File: config.mk
export PLATFORM = sky130hd
export DESIGN_NAME = bus_initiator
export DESIGN_NICKNAME = d
export VERILOG_FILES = /design/src/rtl/bus_pkg.sv /design/src/rtl/bus_read_tracker.sv /design/src/rtl/bus_initiator.sv
export SDC_FILE = /design/constraint.sdc
export NUM_CORES = 1
export LEC_CHECK = 0
export BUFFER_PORTS_ARGS = -buffer_cell sky130_fd_sc_hd__buf_2
export CORE_MARGIN = 2
export CORE_UTILIZATION = 49
export CTS_BUF_LIST = sky130_fd_sc_hd__clkbuf_16
export CTS_CLUSTER_DIAMETER = 200
export DETAILED_ROUTE_END_ITERATION = 8
export PLACE_DENSITY = 0.8
export SETUP_SLACK_MARGIN = 0.4
export SYNTH_ARGS = -nofsm -noshare
export SYNTH_HDL_FRONTEND = slang
export SYNTH_SLANG_ARGS = --single-unit
File: constraint.sdc
create_clock -name clk -period 2.3 [get_ports clk]
set_clock_uncertainty 0.2 [all_clocks]
set_input_delay 0.345 -clock clk [delete_from_list [all_inputs] [get_ports clk]]
set_output_delay 0.345 -clock clk [all_outputs]
set_load 0.01 [all_outputs]
File: src/rtl/bus_pkg.sv
// Shared types, widths and access helpers for the LSU-side bus initiator.
// Widths mirror the core configuration: 32-bit addresses and 32-bit bus beats.
package bus_pkg;

    localparam int ADDR_WIDTH     = 32;
    localparam int SIZE_WIDTH     = 4;
    localparam int REG_DATA_WIDTH = 32;
    localparam int BUS_DATA_WIDTH = 32;

    typedef enum logic [1:0] {
        IDLE,
        ISSUE,
        WAIT,
        RESP
    } bus_initiator_state_t;

    localparam logic [SIZE_WIDTH-1:0] SIZE_B = 4'd1;
    localparam logic [SIZE_WIDTH-1:0] SIZE_H = 4'd2;
    localparam logic [SIZE_WIDTH-1:0] SIZE_W = 4'd4;
    localparam logic [SIZE_WIDTH-1:0] SIZE_D = 4'd8;

    // Legal size and natural alignment; anything else is answered with an error.
    function automatic logic is_legal_access(input logic [ADDR_WIDTH-1:0] addr,
                                             input logic [SIZE_WIDTH-1:0] size);
        logic ok;
        case (size)
            SIZE_B:  ok = 1'b1;
            SIZE_H:  ok = (addr[0] == 1'b0);
            SIZE_W:  ok = (addr[1:0] == 2'b00);
            SIZE_D:  ok = (addr[2:0] == 3'b000);
            default: ok = 1'b0;
        endcase
        return ok;
    endfunction

    function automatic logic [REG_DATA_WIDTH-1:0] mask_read_data(
        input logic [SIZE_WIDTH-1:0]     size,
        input logic [REG_DATA_WIDTH-1:0] data);
        logic [REG_DATA_WIDTH-1:0] res;
        case (size)
            SIZE_B:  res = {{(REG_DATA_WIDTH-8){1'b0}}, data[7:0]};
            SIZE_H:  res = {{(REG_DATA_WIDTH-16){1'b0}}, data[15:0]};
            default: res = data;
        endcase
        return res;
    endfunction

endpackage

File: src/rtl/bus_read_tracker.sv
// Tag pipeline that follows each read strobe for READ_LATENCY cycles so the
// initiator knows which beat the responder data belongs to.
module bus_read_tracker
    import bus_pkg::*;
#(
    parameter int READ_LATENCY = 1
) (
    input  logic clk,
    input  logic rst,
    input  logic i_push,
    input  logic i_beat,
    input  logic i_last,
    output logic o_cap_valid,
    output logic o_cap_beat,
    output logic o_cap_last
);

    logic [READ_LATENCY-1:0] r_valid;
    logic [READ_LATENCY-1:0] r_beat;
    logic [READ_LATENCY-1:0] r_last;

    always_ff @(posedge clk) begin
        if (!rst) begin
            r_valid <= '0;
            r_beat  <= '0;
            r_last  <= '0;
        end else begin
            r_valid[0] <= i_push;
            r_beat[0]  <= i_push & i_beat;
            r_last[0]  <= i_push & i_last;
            for (int i = 1; i < READ_LATENCY; i++) begin
                r_valid[i] <= r_valid[i-1];
                r_beat[i]  <= r_beat[i-1];
                r_last[i]  <= r_last[i-1];
            end
        end
    end

    assign o_cap_valid = r_valid[READ_LATENCY-1];
    assign o_cap_beat  = r_beat[READ_LATENCY-1];
    assign o_cap_last  = r_last[READ_LATENCY-1];

endmodule

File: src/rtl/bus_initiator.sv
// LSU-to-bus master: one load/store request in, one or two bus beats out,
// one response back. 8-byte accesses are split into two back-to-back beats.
//
// state | meaning
// IDLE  | ready for a request
// ISSUE | driving a read or write strobe for the current beat
// WAIT  | read beats outstanding, waiting for the last capture
// RESP  | response presented, held until the LSU takes it
module bus_initiator
    import bus_pkg::*;
#(
    parameter int READ_LATENCY     = 1,
    parameter int SPLIT_BEAT_BYTES = 4
) (
    input  logic                          clk,
    input  logic                          rst,
    input  logic                          req_valid,
    output logic                          req_ready,
    input  logic [ADDR_WIDTH-1:0]         req_addr,
    input  logic [SIZE_WIDTH-1:0]         req_size,
    input  logic                          req_write,
    input  logic [2*REG_DATA_WIDTH-1:0]   req_wdata,
    output logic                          resp_valid,
    input  logic                          resp_ready,
    output logic [2*REG_DATA_WIDTH-1:0]   resp_rdata,
    output logic                          resp_err,
    output logic [ADDR_WIDTH-1:0]         bus_read_addr,
    output logic [ADDR_WIDTH-1:0]         bus_write_addr,
    output logic [SIZE_WIDTH-1:0]         bus_read_size,
    output logic [SIZE_WIDTH-1:0]         bus_write_size,
    output logic [REG_DATA_WIDTH-1:0]     bus_data,
    output logic                          bus_rd,
    output logic                          bus_wr,
    input  logic [BUS_DATA_WIDTH-1:0]     bus_rdata
);

    localparam logic [SIZE_WIDTH-1:0] LP_BEAT_SIZE = SIZE_WIDTH'(SPLIT_BEAT_BYTES);
    localparam logic [ADDR_WIDTH-1:0] LP_BEAT_OFFS = ADDR_WIDTH'(SPLIT_BEAT_BYTES);

    bus_initiator_state_t r_state;
    bus_initiator_state_t w_next_state;

    logic [ADDR_WIDTH-1:0]       r_addr;
    logic [SIZE_WIDTH-1:0]       r_size;
    logic                        r_write;
    logic [2*REG_DATA_WIDTH-1:0] r_wdata;
    logic                        r_beat;
    logic [2*REG_DATA_WIDTH-1:0] r_rdata;
    logic                        r_err;

    logic                        w_accept;
    logic                        w_legal;
    logic                        w_last_beat;
    logic [ADDR_WIDTH-1:0]       w_beat_addr;
    logic [SIZE_WIDTH-1:0]       w_beat_size;
    logic [REG_DATA_WIDTH-1:0]   w_beat_data;
    logic [REG_DATA_WIDTH-1:0]   w_rdata_word;
    logic                        w_cap_valid;
    logic                        w_cap_beat;
    logic                        w_cap_last;

    assign w_accept     = req_valid && (r_state == IDLE);
    assign w_legal      = is_legal_access(req_addr, req_size);
    assign w_last_beat  = (r_size != SIZE_D) || r_beat;
    assign w_beat_addr  = r_addr + (r_beat ? LP_BEAT_OFFS : '0);
    assign w_beat_size  = (r_size > LP_BEAT_SIZE) ? LP_BEAT_SIZE : r_size;
    assign w_beat_data  = r_beat ? r_wdata[2*REG_DATA_WIDTH-1:REG_DATA_WIDTH]
                                 : r_wdata[REG_DATA_WIDTH-1:0];
    assign w_rdata_word = REG_DATA_WIDTH'(bus_rdata);

    always_ff @(posedge clk) begin
        if (!rst) begin
            r_state <= IDLE;
        end else begin
            r_state <= w_next_state;
        end
    end

    always_comb begin
        w_next_state   = r_state;
        req_ready      = 1'b0;
        resp_valid     = 1'b0;
        resp_rdata     = '0;
        resp_err       = 1'b0;
        bus_rd         = 1'b0;
        bus_wr         = 1'b0;
        bus_read_addr  = '0;
        bus_write_addr = '0;
        bus_read_size  = '0;
        bus_write_size = '0;
        bus_data       = '0;
        case (r_state)
            IDLE: begin
                req_ready = 1'b1;
                if (req_valid) begin
                    w_next_state = w_legal ? ISSUE : RESP;
                end
            end
            ISSUE: begin
                if (r_write) begin
                    bus_wr         = 1'b1;
                    bus_write_addr = w_beat_addr;
                    bus_write_size = w_beat_size;
                    bus_data       = w_beat_data;
                end else begin
                    bus_rd        = 1'b1;
                    bus_read_addr = w_beat_addr;
                    bus_read_size = w_beat_size;
                end
                if (w_last_beat) begin
                    w_next_state = r_write ? RESP : WAIT;
                end
            end
            WAIT: begin
                if (w_cap_valid && w_cap_last) begin
                    w_next_state = RESP;
                end
            end
            RESP: begin
                resp_valid = 1'b1;
                resp_rdata = r_rdata;
                resp_err   = r_err;
                if (resp_ready) begin
                    w_next_state = IDLE;
                end
            end
            default: w_next_state = IDLE;
        endcase
    end

    // Request fields are frozen at accept so the LSU may move on immediately.
    always_ff @(posedge clk) begin
        if (!rst) begin
            r_addr  <= '0;
            r_size  <= '0;
            r_write <= 1'b0;
            r_wdata <= '0;
            r_beat  <= 1'b0;
            r_rdata <= '0;
            r_err   <= 1'b0;
        end else begin
            if (w_accept) begin
                r_addr  <= req_addr;
                r_size  <= req_size;
                r_write <= req_write;
                r_wdata <= req_wdata;
                r_beat  <= 1'b0;
                r_rdata <= '0;
                r_err   <= !w_legal;
            end
            if ((r_state == ISSUE) && !w_last_beat) begin
                r_beat <= 1'b1;
            end
            if (w_cap_valid) begin
                if (w_cap_beat) begin
                    r_rdata[2*REG_DATA_WIDTH-1:REG_DATA_WIDTH] <= w_rdata_word;
                end else begin
                    r_rdata[REG_DATA_WIDTH-1:0] <= mask_read_data(r_size, w_rdata_word);
                end
            end
        end
    end

    bus_read_tracker #(
        .READ_LATENCY (READ_LATENCY)
    ) u_read_tracker (
        .clk         (clk),
        .rst         (rst),
        .i_push      (bus_rd),
        .i_beat      (r_beat),
        .i_last      (w_last_beat),
        .o_cap_valid (w_cap_valid),
        .o_cap_beat  (w_cap_beat),
        .o_cap_last  (w_cap_last)
    );

endmodule

After elaboration in Yosys (flattened, before gate mapping)
Cells that the tools add are included.
- bitwise operators: 3
- reductions and logical operators: 11
- mux-type cells: 36
- divide/modulo/power cells: 0
- shift-type cells: 0
- multiply operators: 0
- $lt $le $gt $ge: 1
- eq/ne operators: 14
- $add $sub $neg: 1
- operators with widths (kind ; number):
    two-way mux 32 bit ; 9
    two-way mux 64 bit ; 3
    case mux 32 bit (2 select lines) ; 1
    adder 32 x 3 -> 32 bit ; 1
    two-way mux 4 bit ; 5
    two-way mux 1 bit ; 10
    two-way mux 2 bit ; 5
    == test 4 x 1 -> 1 bit (second input constant) ; 2
    == test 4 x 2 -> 1 bit (second input constant) ; 2
    case mux 2 bit (4 select lines) ; 1
    inequality test 2 bit (second input constant) ; 3
    == test 2 bit (second input constant) ; 2
    == test 4 x 3 -> 1 bit (second input constant) ; 1
    == test 4 bit (second input constant) ; 1
    greater-than comparator 4 x 3 -> 1 bit (second input constant) ; 1
    logical NOT 2 bit ; 2
    inequality test 4 bit (second input constant) ; 1
    case mux 1 bit (4 select lines) ; 1
    AND reduction 4 bit ; 1
    logical AND 1 bit ; 3
    logical NOT 3 bit ; 1
    two-way mux 3 bit ; 1
    bitwise AND 1 bit ; 2
    == test 2 x 1 -> 1 bit (second input constant) ; 1
    other kinds (5) ; 6
- memories: 0
- RAM bits: 0
- flip-flop bits (word level): 172
- memory bits (read-only): 0
- output and inout bits: 173
- bits in latches: 0

Logic depth before layout (Yosys ltp)
Gate-level depths: netlist of the first run.
- depth in word-level cells: 5
- mapped depth: 8
- gate-level depth less buffers: 7

Cells and area by module
From an unflattened synthesis of the first run, not the netlist that was laid out.
- cells, all modules: 1048
- area, all modules: 8393.0 um^2
- modules (own cells, without submodules) (module ; cells each ; times used ; area each (um^2)):
    bus_initiator ; 1042 ; 1 ; 8313.0
    bus_read_tracker ; 6 ; 1 ; 80.1

Least setup slack after synthesis of the first run
OpenSTA, ideal clock, no wires.
- path type: register -> output
- from: reg r_addr[2]
- to: out bus_read_addr[29]
- stages on the path, launching flop included: 8
- data arrival time: 1.654 ns
- slack: 0.101 ns
- data required time: 1.755 ns
- path through: dfxtp_1 -> ha_1 -> nand3_2 -> nor4_4 -> buf_6 -> nand4_2 -> xor2_1 -> nor2_1
- cells in the longest elaborated chain, start to end: 3
- RTL lines (item ; line ; text):
    start, declared ; bus_initiator.sv:43 ; logic [ADDR_WIDTH-1:0] r_addr;
    start signal, assigned ; bus_initiator.sv:143 ; r_addr <= req_addr;
    adder 32 x 3 -> 32 bit ; bus_initiator.sv:65 ; assign w_beat_addr = r_addr + (r_beat ? LP_BEAT_OFFS : '0);
    two-way mux 32 bit ; bus_initiator.sv:100 ; if (r_write) begin
    two-way mux 32 bit ; bus_initiator.sv:92 ; case (r_state)
    end, declared ; bus_initiator.sv:27 ; output logic [ADDR_WIDTH-1:0] bus_read_addr,
No other way between the ends.

Worst setup path in the final report of the first run
- from: reg r_addr[2]
- to: out bus_read_addr[9]
Same word-level chain as after synthesis.

==> metrics.md, run 1 <==
| Metric | Value |
|---|---|
| Part of the power in the clock network | `23.7%` |
| Synth cell types | `43` |
| Final number of max-transition violations | `0` |
| Root Buffer | `clkbuf_16` |
| Layout cells sized above 1 | `42.93%` |
| Clock Sinks | `172` |
| Avg Inst Size Synth | `7.878 µm²` |
| Total length of routed wires | `50.68 mm` |
| Sw Ratio | `40.77%` |
| Endpoints failing setup | `139` |
| Die X-Extent | `131.7 µm` |
| Clock latency on the worst-skew pair | `440 ps` |
| Status | `finished, violations left` |
| Top cell by count, worst path | `nor2_1` |
| Number of synthesized flops with an enable pin | `0` |
| CTS tree | `built` |
| Layout fillers | `547` |
| Iteration-0 DRC Markers | `2168` |
| Setup TNS | `-31430 ps` |
| Max-cap violations | `0` |
| Crit path setup slack, layout | `-870.2 ps` |
| Initial Util | `50.16%` |
| Placement Setup Slack | `170.1 ps` |
| Startpoint types | `flop` |
| Multi-input logic area | `5087 µm²` |
| FF/Latch Area | `3500 µm²` |
| Pwr/cell area | `859.8 nW/µm²` |
| Die Span Y | `131.7 µm` |
| Violated checks | `design-rule violations, negative setup slack` |
| Crit-path leading delay family | `simple AND/OR/NAND/NOR gates` |
| GRT met1 Usage | `40.51%` |
| RSZ-0062 raised after global routing | `true` |
| Worst Tran Pin Value | `972.2 ps` |
| Io pins | `310` |
| H-tree depth | `4` |
| Largest net degree at the start of global routing | `102` |
| Crit. End Element | `output pin` |
| Most frequent cells in the layout | `220 x buf_2, 197 x nand2_1, 151 x dfxtp_1` |
| Leak | `6.138 nW` |
| Vias/cell | `6.711` |
| GRT Residual Overflow | `0` |
| TritonCTS Buffers | `17` |
| GPL Wtd Cong | `0.8611` |
| Initial antenna violation count | `14` |
| Worst setup startpoint | `r_addr[2]` |
| Post-route ant nets | `0` |
| Fmax | `315.4 MHz` |
| Area of the die | `17360 µm²` |
| Buffer depth of the longest clock path | `2` |
| Setup CP Type | `flop to output pin` |
| Vias in the first global route | `9650` |
| Dpl cell area | `9847 µm²` |
| Routed wire per std cell | `29.26 µm` |
| Post-Synthesis Cells | `1015` |
| Design area | `14590 µm²` |
| Post-layout util | `91.53%` |
| Power share of the combinational group | `45.3%` |
| CP cell instances | `ha_4 -> nand3_4 -> nor2_1 -> nand2_1 -> xor2_2 -> nor2_1 -> buf_2` |
| Total power | `12.55 mW` |
| Dpl cells | `1482` |
| GRT Overall Usage | `36.57%` |
| Most common cell after layout, fill and taps aside | `buf_2` |
| Clk pin slew, worst setup/hold paths | `90 ps` |
| Asr flop ratio synth | `0%` |
| Hold WC Path Type | `primary input to flop` |
| Critical path's slowest cell | `nor2_1` |
| CP Max Fanout | `5` |
| Fin. Hold Viols | `0` |
| Proportion of power drawn by flip-flops and latches | `31.0%` |
| Slew HR | `34.37%` |
| Final #Nets | `1638` |
| Post-Layout Cell Count | `1732` |
| Via count | `11620` |
| First-pass GRT wire length | `51.02 mm` |
| Minimum clock period | `3170 ps` |
| DR pass1 iterations | `9` |
| Yosys warning count | `0` |
| Std cell rows | `46` |
| Mapped Area | `7996 µm²` |
| Period utilisation layout | `137.8%` |
| Worst reg2reg startpoint | `r_state[1]` |
| Worst EP arrival | `2630 ps` |
| GR peak layer | `met2` |
| # DRC | `54` |
| Hold slack final | `39.99 ps` |
| Area grow syn2layout | `82.49%` |
| Primary FF master, synth | `dfxtp_1` |
| PortBufs | `307` |
| Worst Path Required | `1750 ps` |
| Crit path largest cell delay | `600 ps` |
| Min-delay src | `req_size[0]` |
| Maximum vdd drop | `0.0005664 V` |
| Critical path buffers and inverters | `1` |
| Internal | `7.432 mW` |
| GR Util met3 | `10.19%` |
| Register bit total from synthesis | `172` |
| Hpwl dp | `16.09 mm` |
| Register area share after synthesis | `43.06%` |
| Core Box Area | `15940 µm²` |
| Switching pwr | `5.115 mW` |
| Met2 Usage GRT | `62.07%` |
[path summary, 6_finish.rpt]
check | end | slack [ps] | depth (start not counted)
max reg2reg | r_state[1] | -60 | 9
max | bus_read_addr[9] | -870 | 7
min reg2reg | r_wdata[62] | 280 | 2
min | r_size[0] | 40 | 3
[worst reg2reg max path, cell delays in order (launching register included)]
cell	delay, ps
dfxtp_4	360
buf_6	110
buf_6	110
ha_4	200
buf_12	160
inv_1	90
o22ai_4	80
a211oi_4	400
nand3_1	280
o21ai_0	270
[power groups by stage]
stage	Sequential (mW)	Clock, mW	Combinational (mW)
after global routing	3.87	3.09	5.80
after global placement	3.70	0	2.25
final	3.89	2.98	5.68
after CTS	3.70	2.87	3.31
after detailed placement	3.72	0	2.30
after floorplan	3.64	0	1.54
[Yosys cell counts (3+ instances only)]
master / number / area (µm²)
a21boi_0: 78 / 585.6
a21oi_1: 26 / 130.1
a22oi_1: 64 / 480.5
and2_1: 72 / 450.4
and3_1: 8 / 50.05
buf_1: 5 / 18.77
buf_2: 8 / 40.04
clkbuf_1: 62 / 232.7
dfxtp_1: 172 / 3443
ha_1: 7 / 87.58
inv_1: 8 / 30.03
mux2i_1: 32 / 320.3
nand2_1: 219 / 822.0
nand3_1: 11 / 55.05
nand3_2: 3 / 30.03
nand4_1: 8 / 50.05
nor2_1: 166 / 623.1
nor2b_1: 3 / 18.77
nor3_1: 4 / 20.02
o21ai_0: 3 / 15.01
xnor2_1: 7 / 61.31
xor2_1: 23 / 201.4
[logic make-up after synthesis]
group | synth area share (%)
xor gates and xnor gates | 3.286
muxes | 4.146
buffers and inverters | 4.459
adders and majority gates | 1.095
DFF | 43.06
and+or+nand+nor | 28.20
other | 0.04690
AOI/OAI and AO/OA | 15.71
[sequential cells by signal, summed over array words and instances (netlist names)]
| register | count |
|---|---|
| r_addr | 32 |
| r_beat | 1 |
| r_err | 1 |
| r_rdata | 64 |
| r_size | 4 |
| r_state | 2 |
| r_wdata | 64 |
| r_write | 1 |
| u_read_tracker.o_cap_beat | 1 |
| u_read_tracker.o_cap_last | 1 |
| u_read_tracker.o_cap_valid | 1 |
[layer usage]
metal	vias to the layer above	share of wire (%)
met1	5239	29
met2	1408	41
met3	631	16
met4	19	12
met5	-	0.65
li1	4326	-
[layout make-up]
type | count | area share, %
clock buffers | 17 | 2.915
clock inverters | 15 | 1.080
well taps | 216 | 1.852
multi-input cells | 758 | 34.86
repair buffers | 536 | 34.85
flip-flops and latches | 172 | 23.98
diodes | 9 | 0.1543
inverters | 9 | 0.3087
[what timing repair did]
item | CTS | global route
buffers inserted | 22 | 22
endpoints found under the setup margin | 294 | 339
pin swaps | 75 | 37
endpoints found under the hold margin | 155 | 0
resized for setup | 199 | 234
hold buffers | 128 | 0
cloned | 13 | 24
Power figures use the tool's default switching activity.
==> inputs of run 2 (changes only) <==
--- a/config.mk
+++ b/config.mk
@@ -13,6 +13,7 @@
 export DETAILED_ROUTE_END_ITERATION = 8
 export PLACE_DENSITY = 0.8
 export SETUP_SLACK_MARGIN = 0.4
+export SKIP_CTS_REPAIR_TIMING = 1
 export SYNTH_ARGS = -nofsm -noshare
 export SYNTH_HDL_FRONTEND = slang
 export SYNTH_SLANG_ARGS = --single-unit
==> run 2 against run 1 <==
  * Final area shrank 14%
  * The run ends with negative hold slack, negative setup slack left
  * Register-to-register slack gained 150 ps
  * Clock power shrank 5%
  * Via count shrank 22%
  * Final cell count shrank 5.3%
  * Power shrank 22%
==> metrics.md, run 2 (synthesis results as in run 1) <==
| Metric | Value |
|---|---|
| Vias in the first global route | `7260` |
| Post-layout util | `78.85%` |
| Crit path setup slack, layout | `-366.1 ps` |
| Die Span Y | `131.7 µm` |
| Hold WC Path Type | `primary input to flop` |
| Startpoint types | `flop` |
| Layout cells sized above 1 | `34.72%` |
| Routed wire per std cell | `18.64 µm` |
| Leak | `5.340 nW` |
| GRT Overall Usage | `25.83%` |
| Clk pin slew, worst setup/hold paths | `70 ps` |
| Iteration-0 DRC Markers | `685` |
| GPL Wtd Cong | `0.8611` |
| Endpoints failing setup | `59` |
| Biggest regs | `r_rdata: 64 flops, r_wdata: 64 flops, r_addr: 32 flops` |
| Clock latency on the worst-skew pair | `410 ps` |
| Buffer depth of the longest clock path | `2` |
| Area of the die | `17360 µm²` |
| Violated checks | `negative hold slack, negative setup slack` |
| Max-cap violations | `0` |
| First-pass GRT wire length | `36.89 mm` |
| Critical path buffers and inverters | `2` |
| Via count | `9093` |
| Crit-path leading delay family | `simple AND/OR/NAND/NOR gates` |
| Core Box Area | `15940 µm²` |
| Initial Util | `50.16%` |
| Post-route ant nets | `0` |
| Hold slack final | `-18.20 ps` |
| Pwr/cell area | `777.2 nW/µm²` |
| Most common cell after layout, fill and taps aside | `buf_2` |
| Critical path's slowest cell | `dfxtp_2` |
| # DRC | `0` |
| TritonCTS Buffers | `17` |
| Fin. Hold Viols | `20` |
| Hpwl dp | `16.09 mm` |
| Area grow syn2layout | `57.21%` |
| H-tree depth | `4` |
| Slew HR | `43.43%` |
| Placement Setup Slack | `170.1 ps` |
| Maximum vdd drop | `0.0004517 V` |
| Setup CP Type | `flop to output pin` |
| Final number of max-transition violations | `0` |
| Std cell rows | `46` |
| Fmax | `375.1 MHz` |
| Most frequent cells in the layout | `254 x buf_2, 215 x nand2_1, 154 x dfxtp_1` |
| Status | `finished, violations left` |
| Largest net degree at the start of global routing | `102` |
| Worst EP arrival | `2120 ps` |
| Io pins | `310` |
| Vias/cell | `5.545` |
| DR pass1 iterations | `6` |
| Worst Tran Pin Value | `838.0 ps` |
| Final #Nets | `1554` |
| Total length of routed wires | `30.57 mm` |
| CP cell instances | `nand3_4 -> nor4_4 -> buf_12 -> nand3_1 -> xor2_2 -> nor2_1 -> buf_2` |
| Crit path largest cell delay | `410 ps` |
| PortBufs | `307` |
| CP Max Fanout | `14` |
| Root Buffer | `clkbuf_16` |
| GRT Residual Overflow | `0` |
| Initial antenna violation count | `0` |
| Die X-Extent | `131.7 µm` |
| Worst Path Required | `1750 ps` |
| RSZ-0062 raised after global routing | `true` |
| Clock Sinks | `172` |
| Crit. End Element | `output pin` |
| CTS tree | `built` |
| Minimum clock period | `2666 ps` |
| Period utilisation layout | `115.9%` |
## run 2: changes by cell type in the layout (fill, tap and decap cells not counted), moves of 10 or more
cell and change:
nor2_1 +22, dlygate4sd3_1 -29, a21boi_1 -42, nand2_2 -10
buf_6 -50, and2_1 +25, buf_2 +34, nor2_2 -12
and2_4 -25, a21boi_0 +45, nand2_1 +18, buf_12 -10
buf_16 -14, nor2_4 -10
## run 2: routing by layer
metal | GRT usage [%] | part of all wire (%) | wire length (µm) | vias to the layer above
li1 | - | - | - | 4133
met1 | 32.82 | 38 | 11760 | 4366
met2 | 42.96 | 50 | 15180 | 492
met3 | 7.574 | 8.2 | 2518 | 102
met4 | 7.065 | 3.7 | 1116 | 0
met5 | 0 | 0 | 0 | -
## run 2: worst reg2reg max path: stages, from the launching register on
cell and delay, ps:
dfxtp_2 360, inv_1 160, ha_1 300, and2_4 240, buf_12 370, nand2_1 250
a21boi_0 250
## run 2: through the flow
stage,power (mW),TNS [ps],hold slack [ps],instances,cell area [µm²]
after global routing,10.19,-20270,-5.213,1639,12570
after global placement,5.946,0,241.8,1482,9847
final,9.770,-14140,-18.20,1640,12570
after floorplan,5.181,0,235.3,1016,8082
after detailed placement,6.013,0,247.7,1482,9847
after CTS,8.827,-17480,-59.75,1514,10430
## run 2: final cells by class
| type | count | area [µm²] |
|---|---|---|
| Multi-Input combinational cell | 758 | 4632 |
| Clock inverter | 15 | 157.7 |
| Inverter | 9 | 41.29 |
| Antenna cell | 1 | 2.502 |
| Tap cell | 216 | 270.3 |
| Sequential cell | 172 | 3478 |
| Timing Repair Buffer | 452 | 3563 |
| Fill cell | 942 | 3372 |
| Clock buffer | 17 | 425.4 |
## run 2: final timing paths
| check | startpoint | to | slack, ps | depth (start not counted) |
|---|---|---|---|---|
| hold / removal | bus_rdata[22] | r_rdata[22] | -20 | 3 |
| hold reg to reg | r_wdata[20] | r_wdata[20] | 260 | 2 |
| setup reg to reg | r_state[0] | r_addr[9] | 90 | 6 |
| setup / recovery | r_addr[6] | bus_write_addr[24] | -370 | 7 |
## run 2: report_power, final
group	switching, mW	total, mW	internal, mW
Combinational	1.89	3.20	1.31
Sequential	0.355	3.73	3.38
Clock	1.31	2.84	1.53
